**src/rtl/param_input_wrapper.sv**
```systemverilog
// Gathers NWORDS input words of DW bits into one frame, then hands the frame
// downstream with a one-cycle start pulse once the previous frame was consumed.
module param_input_wrapper #(
  parameter int DW           = 8,
  parameter int NWORDS       = 4,
  parameter int WAIT_RELEASE = 1,
  localparam int CW          = ($clog2(NWORDS) < 1) ? 1 : $clog2(NWORDS)
) (
  input  logic                 clk,
  input  logic                 rst,
  input  logic                 input_rdy,
  input  logic [DW-1:0]        data_in,
  input  logic                 outsent,
  output logic                 input_acc,
  output logic                 start,
  output logic [NWORDS*DW-1:0] data_out,
  output logic [CW-1:0]        word_cnt,
  output logic                 busy
);

  typedef enum logic [2:0] {
    S_IDLE     = 3'd0,
    S_LOAD     = 3'd1,
    S_RELEASE  = 3'd2,
    S_WAIT_BUF = 3'd3,
    S_START    = 3'd4
  } state_t;

  localparam logic [CW-1:0] LAST = CW'(NWORDS - 1);

  state_t                          state;
  logic                            sent_ok;
  logic                            xfer;
  logic [NWORDS-1:0][DW-1:0]       frame;

  assign input_acc = (state == S_LOAD);
  assign start     = (state == S_START);
  assign busy      = (state != S_IDLE);
  assign xfer      = input_acc & input_rdy;
  assign data_out  = frame;

  // One write-enabled register per slot; only the slot under word_cnt moves.
  for (genvar k = 0; k < NWORDS; k++) begin : g_slot
    always_ff @(posedge clk or negedge rst) begin
      if (!rst)
        frame[k] <= '0;
      else if (xfer && (word_cnt == CW'(k)))
        frame[k] <= data_in;
    end
  end

  always_ff @(posedge clk or negedge rst) begin
    if (!rst) begin
      state    <= S_IDLE;
      word_cnt <= '0;
      sent_ok  <= 1'b1;
    end else begin
      // outsent wins over the clear taken while presenting a frame
      if (outsent)
        sent_ok <= 1'b1;
      else if (state == S_START)
        sent_ok <= 1'b0;

      case (state)
        S_IDLE: begin
          word_cnt <= '0;
          if (input_rdy) state <= S_LOAD;
        end
        S_LOAD: begin
          if (input_rdy) begin
            if (word_cnt == LAST) begin
              word_cnt <= '0;
              state    <= (WAIT_RELEASE != 0) ? S_RELEASE : S_WAIT_BUF;
            end else begin
              word_cnt <= word_cnt + 1'b1;
            end
          end
        end
        S_RELEASE:  if (!input_rdy) state <= S_WAIT_BUF;
        S_WAIT_BUF: if (sent_ok || outsent) state <= S_START;
        S_START:    state <= S_IDLE;
        default: begin
          state    <= S_IDLE;
          word_cnt <= '0;
        end
      endcase
    end
  end

endmodule

```
**config.mk**
```make
export PLATFORM = sky130hd
export DESIGN_NAME = param_input_wrapper
export DESIGN_NICKNAME = d
export VERILOG_FILES = /design/src/rtl/param_input_wrapper.sv
export SDC_FILE = /design/constraint.sdc
export NUM_CORES = 1
export LEC_CHECK = 0
export ABC_AREA = 1
export BUFFER_PORTS_ARGS = -buffer_cell sky130_fd_sc_hd__buf_2
export CELL_PAD_IN_SITES_DETAIL_PLACEMENT = 0
export CELL_PAD_IN_SITES_GLOBAL_PLACEMENT = 1
export CORE_UTILIZATION = 38
export DETAILED_ROUTE_END_ITERATION = 8
export PLACE_DENSITY_LB_ADDON = 0.1
export REMOVE_ABC_BUFFERS = 1
export SLEW_MARGIN = 15
export SYNTH_ARGS = -nofsm -noshare
export SYNTH_HDL_FRONTEND = slang
export SYNTH_SLANG_ARGS = --single-unit
```
**constraint.sdc**
```tcl
create_clock -name clk -period 1.8 [get_ports clk]
set_input_delay 0.36 -clock clk [delete_from_list [all_inputs] [get_ports clk]]
set_output_delay 0.36 -clock clk [all_outputs]
set_load 0.02 [all_outputs]
```
==> results of run 1 <==
[cells by family after synthesis]
logic type	count (synthesis)	synth area share [%]
AND/OR/NAND/NOR	71	20.7
flip-flops	38	55.9
AO/OA/AOI/OAI	34	13.7
buffers and inverters	23	6.83
adder cells (fa/ha/maj)	4	2.94
[stage by stage]
step / setup slack, ns / instances
4_1_cts: 0.134 / 274
3_5_place_dp: 0.419 / 266
6_report: 0.139 / 274
2_1_floorplan: 0.427 / 166
5_1_grt: 0.0255 / 274
3_3_place_gp: 0.455 / 266
[area by class of cell]
| cell class | instances | area share, % |
|---|---|---|
| flip-flops and latches | 38 | 45.6 |
| repair buffers | 50 | 12.2 |
| inverters | 19 | 3.42 |
| multi-input cells | 109 | 30.5 |
| well taps | 50 | 3.00 |
| clock buffers | 8 | 5.28 |
[worst max-delay path: stages (launching register included)]
cell,delay [ns]
dfrtp_1,0.46
nor2_4,0.18
nand2_4,0.09
inv_1,0.11
buf_2,0.17
[cells in the mapped netlist]
library cell / n
ha_1: 4
nor2_4: 1
nor2_1: 9
nor2_8: 1
inv_1: 19
o21ai_2: 16
o21ai_1: 16
o21bai_1: 1
buf_6: 4
dfstp_2: 1
dfrtp_1: 37
nand2_1: 42
o21ai_0: 1
nand3_1: 6
nand4_1: 3
nand2_2: 4
nand2_4: 5
[power by group]
part | internal, mW | switching (mW) | leakage (nW)
combinational | 0.519 | 0.988 | 0.634
sequential | 1.15 | 0.218 | 0.499
clock | 0.387 | 0.285 | 0.0575
[flip-flops by register name, summed over array words and instances, names as in the netlist]
name	count
data_out	32
word_cnt	2
sent_ok	1
state	3
[worst paths after layout]
| check | to | start |
|---|---|---|
| worst max register to register | state[1]$_DFFE_PN0P_ | word_cnt[0]$_DFFE_PN0P_ |
| min in group clk | sent_ok$_DFFE_PN1P_ | outsent |
| worst max-delay path | input_acc | state[1]$_DFFE_PN0P_ |
| max in group asynchronous | data_out[18]$_DFFE_PN0P_ | rst |
| worst min register to register | sent_ok$_DFFE_PN1P_ | sent_ok$_DFFE_PN1P_ |
| worst min-delay path | data_out[7]$_DFFE_PN0P_ | rst |
[layer usage]
metal | vias up | GRT usage [%] | routed length (um)
met4 | 0 | 7.65 | 51
met2 | 39 | 28.4 | 1690
met3 | 5 | 4.11 | 178
li1 | 649 | - | -
met5 | - | 0 | 0
met1 | 624 | 23.0 | 1720
==> results.txt, run 1 <==
post-cts sizing count: 0
H-tree Lvls: 2
FF+latch count, synth: 38
clk buf depth: 2
Net count, final: 239
number of global-route vias before repair: 1,282
commonest non-fill, non-tap cell in the layout: buf_2
Root Driver: clkbuf_8
Data arrival, critical path: 1.30 ns
RSZ-0062 raised after global routing: false
CTS tree: yes
status: finished clean
Design Area, Final: 2090 um2
Vias/cell: 4.81
peak supply drop: 0.000743 V
Placer Congestion: 0.778
Final Slew Violations: 0
initial drt markers: 66
final hold viol count: 0
IO buf count: 48
Crit Path Class: flop to primary output
ANT nets after route: 0
post-layout util: 50.4%
initial antenna violation count: 0
Mapped Area: 1700 um2
total of max-cap violations: 0
placed cell areas: 1980 um2
Reg2Reg Setup Slack: 0.39 ns
setup TNS: 0 ns
fin crit period: 1.66 ns
post-synth top area share: 54.3%
Post-Route WL: 3.64 mm
total gr overflow: 0
slew at the pin closest to its max-slew limit: 0.554 ns
DR DRC count: 0
synthesis-to-finish area growth: 22.5%
YS warnings: 0
syn avg cell area: 10.0 um2
Synth Instances: 170
Seq/Total Area, Yosys: 55.9%
FF-to-FF path depth: 8
post-synthesis cell type count: 17
register area: 952 um2
largest net degree at the start of global routing: 26
CTS Hold Bufs: 0
ant diodes: 0
power after layout: 3.55 mW
starting density of the core: 41.1%
Worst slew margin: 63.1%
Critical Path Source Type: flop
via count: 1,317
WL/cell: 13.3 um
Pre-antenna DRT Iters: 4
TritonCTS buffer count: 5
Cell Rows: 23
top cells by area, synth: dfrtp_1 (54%), nand2_1 (9.3%), o21ai_2 (8.2%), o21ai_1 (4.7%), inv_1 (4.2%)
crit end category: primary output
first-pass GRT wire length: 5.98 mm
worst path required time: 1.44 ns
share of post-route cells with drive strength above 1: 38.4%
Final Skew: 0.00478 ns
Fill cells: 414
Core Area: 4140 um2
crit-path max FO: 6
period utilization: 92.3%
DPL Wire Length: 2.67 mm
fmax: 602 MHz
GRT Total Usage: 17.8%
Setup Viol. Count Final: 0
Pwr per Cell Area: 1700 nW/um2
area leader, netlist: dfrtp_1
commonest cells after routing, fill and taps aside: buf_2 (48), nand2_1 (42), dfrtp_1 (37)
Leak: 1.19 nW
die width: 69.0 um
Die Y: 69.0 um
setup bufs post-CTS: 0
CTS sink cnt: 38
final hold slack: 0.0570 ns
IO Pins: 49
overall die area: 4760 um2
worst hold path class: input pin to asynchronous set/reset pin
footprint of the multi-input gates: 636 um2
Clock transition at path regs: 0.07 ns
clk_lat worst skew: 0.28 ns
No activity file was read; power rests on OpenSTA's default activity.
==> run 2: changes to the inputs <==
Settings changed: ABC_AREA 1 to default, CORE_UTILIZATION 38 to 40.
==> run 2 against run 1 <==
Critical path depth fell by 2. Via count fell by 23%. Clock power decreased by 20%.
==> results.txt, run 2 <==
prevailing post-synth register cell: dfrtp_1
max FFs per register: 32 (unchanged)
Core Area: 3720 um2 (-10%)
synthesis-to-finish area growth: 24.6%
mux cell area share after synthesis: 23.0% (+23 points)
overall die area: 4170 um2 (-12%)
setup TNS: 0 ns (unchanged)
number of global-route vias before repair: 1,010 (-21%)
Internal Power: 2.28 mW (+11%)
Post-synth EDFFs: 0 (unchanged)
total of max-cap violations: 0 (unchanged)
post-cts sizing count: 0 (unchanged)
placed cell areas: 1870 um2 (-5.3%)
share of post-route cells with drive strength above 1: 57.1% (+19 points)
Mapped Area: 1570 um2 (-8.0%)
commonest cells after routing, fill and taps aside: buf_2 (48), dfrtp_1 (37), mux2_2 (32)
total gr overflow: 0 (unchanged)
status: finished clean
Logic pwr share: 45.5% (+3.0 points)
Synth top cells by count: dfrtp_1 (37), mux2_2 (32), inv_1 (5), ha_1 (4), nand2_2 (4)
CTS tree: yes
TritonCTS buffer count: 5 (unchanged)
CTS Hold Bufs: 0 (unchanged)
Fill cells: 328 (-21%)
Final Skew: 0.00642 ns (+0.00164 ns)
first-pass GRT wire length: 4.81 mm (-20%)
Place WS: 0.242 ns (-0.177 ns)
main combinational cell family by area after synthesis: multiplexers
via count: 1,017 (-23%)
Leak: 0.941 nW (-21%)
Root Driver: clkbuf_8
commonest non-fill, non-tap cell in the layout: buf_2
IO buf count: 48 (unchanged)
worst hold path class: input pin to asynchronous set/reset pin
CTS sink cnt: 38 (unchanged)
post-synthesis cell type count: 23 (+6)
final hold slack: 0.0352 ns (-0.0218 ns)
crit end category: primary output
starting density of the core: 42.2% (+1.1 points)
Placer Congestion: 0.734 (-5.7%)
GRT Total Usage: 15.8% (-2.0 points)
die width: 64.6 um (-6.3%)
initial antenna violation count: 0 (unchanged)
H-tree Lvls: 2 (unchanged)
asr flop ratio synth: 100% (unchanged)
setup bufs post-CTS: 0 (unchanged)
YS warnings: 0 (unchanged)
ant diodes: 0 (unchanged)
critical path capture point: busy
Final Slew Violations: 0 (unchanged)
Design Area, Final: 1950 um2 (-6.4%)
Reg2Reg Capture Point: data_out[25]$_DFFE_PN0P_
Synth Area in Simple Gates: 5.91% (-15 points)
Post-Route WL: 2.99 mm (-18%)
Pre-antenna DRT Iters: 3 (-1)
Vias/cell: 4.87 (+1.2%)
DPL Wire Length: 2.16 mm (-19%)
Pwr per Cell Area: 1930 nW/um2 (+14%)
area leader, netlist: dfrtp_1
FF+latch count, synth: 38 (unchanged)
DR DRC count: 0 (unchanged)
Crit Reg-Reg Startpoint: state[1]$_DFFE_PN0P_
slew at the pin closest to its max-slew limit: 0.356 ns (-0.198 ns)
worst path required time: 1.44 ns (about the same)
Reg2Reg Setup Slack: 0.23 ns (-0.16 ns)
Crit Path Class: flop to primary output
RSZ-0062 raised after global routing: false
Net Switching: 1.50 mW (+0.41%)
Cell Rows: 22 (-4.3%)
crit-path max FO: 11 (+5)
XOR/XNOR Fraction of Synth Area: 0% (unchanged)
Seq pwr share: 40.1% (+1.5 points)
Synth Area in Adders: 3.19% (+0.26 points)
switching share of power: 39.7% (-2.4 points)
Clock transition at path regs: 0.07 ns (about the same)
fin crit period: 1.70 ns (+0.0402 ns)
power after layout: 3.77 mW (+6.4%)
Data arrival, critical path: 1.34 ns (+0.04 ns)
Seq/Total Area, Yosys: 60.7% (+4.9 points)
peak supply drop: 0.000955 V (+29%)
Worst slew margin: 76.0% (+13 points)
Critical Path Source Type: flop
ANT nets after route: 0 (unchanged)
clk buf depth: 2 (unchanged)
fmax: 588 MHz (-2.4%)
Compound-Gate Fraction of Synth Area: 5.03% (-8.6 points)
top cells by area, synth: dfrtp_1 (59%), mux2_2 (23%), ha_1 (3.2%), dfstp_2 (1.7%), nand2_2 (1.6%)
Setup crit start: state[1]$_DFFE_PN0P_
initial drt markers: 27 (-59%)
most common cell in the netlist: dfrtp_1
period utilization: 94.5% (+2.2 points)
final hold viol count: 0 (unchanged)
clk_lat worst skew: 0.28 ns (about the same)
FF-to-FF path depth: 3 (-5)
Worst Setup Slack, final: 0.0985 ns (-0.0402 ns)
Synth Instances: 107 (-37%)
syn avg cell area: 14.7 um2 (+46%)
Setup Viol. Count Final: 0 (unchanged)
post-synth top area share: 59.1% (+4.7 points)
Clock power frac: 14.3% (-4.7 points)
Net count, final: 176 (-26%)
largest net degree at the start of global routing: 39 (+50%)
WL/cell: 14.3 um (+7.6%)
Die Y: 64.6 um (-6.3%)
IO Pins: 49 (unchanged)
## run 2: changes by cell type in the layout (fill, tap and decap cells not counted), sizes merged, moves of 3 or more
cell   change
nand2     -47
nor2      -10
nand3      -5
nand4      -3
inv       -14
o21ai     -30
mux2      +32
## run 2: power groups by stage
stage	Combinational [mW]	Sequential [mW]	Clock [mW]
4_1_cts	1.74	1.52	0.560
6_report	1.72	1.52	0.540
3_3_place_gp	1.72	1.51	0
3_5_place_dp	1.74	1.53	0
5_1_grt	1.85	1.57	0.606
2_1_floorplan	0.687	1.97	0
## run 2: final cells by class
| class | instances | area [um2] | share of cell area, % |
|---|---|---|---|
| Timing Repair Buffer | 49 | 260 | 13.3 |
| Sequential cell | 38 | 952 | 48.8 |
| Clock buffer | 8 | 80.1 | 4.10 |
| Multi-Input combinational cell | 61 | 582 | 29.8 |
| Inverter | 5 | 18.8 | 0.961 |
| Tap cell | 48 | 60.1 | 3.07 |
## run 2: stage by stage
step,cells,utilization (%)
floorplan,104,-
global route,209,52.6
CTS,209,52.6
detailed placement,201,50.4
finish,209,52.6
global placement,201,50.4
## run 2: routing by layer
layer,vias up,GRT usage (%),share of wire (%)
met5,-,0,0
met2,32,24.7,45
met4,0,5.00,0.57
li1,484,-,-
met3,2,6.16,5.0
met1,499,20.2,49
## run 2: cells by family after synthesis
group,after synthesis
buffers and inverters,8
and+or+nand+nor,14
DFF,38
muxes,32
adders and majority gates,4
AOI/OAI and AO/OA,11
## run 2: worst min-delay path by stage
| stage | from | end | slack, ns | cells after the start |
|---|---|---|---|---|
| after floorplan | rst | data_out[0]$_DFFE_PN0P_ | 0.06 | 0 |
| after global placement | rst | word_cnt[0]$_DFFE_PN0P_ | 0.34 | 2 |
| after detailed placement | rst | word_cnt[1]$_DFFE_PN0P_ | 0.34 | 2 |
| after CTS | rst | data_out[19]$_DFFE_PN0P_ | 0.04 | 2 |
| after global routing | rst | data_out[1]$_DFFE_PN0P_ | 0.04 | 2 |
| final | rst | data_out[19]$_DFFE_PN0P_ | 0.04 | 2 |
## run 2: worst max-delay path, stage by stage (launching register included)
cell	delay, ns
dfrtp_1	0.49
or3_1	0.41
buf_2	0.17
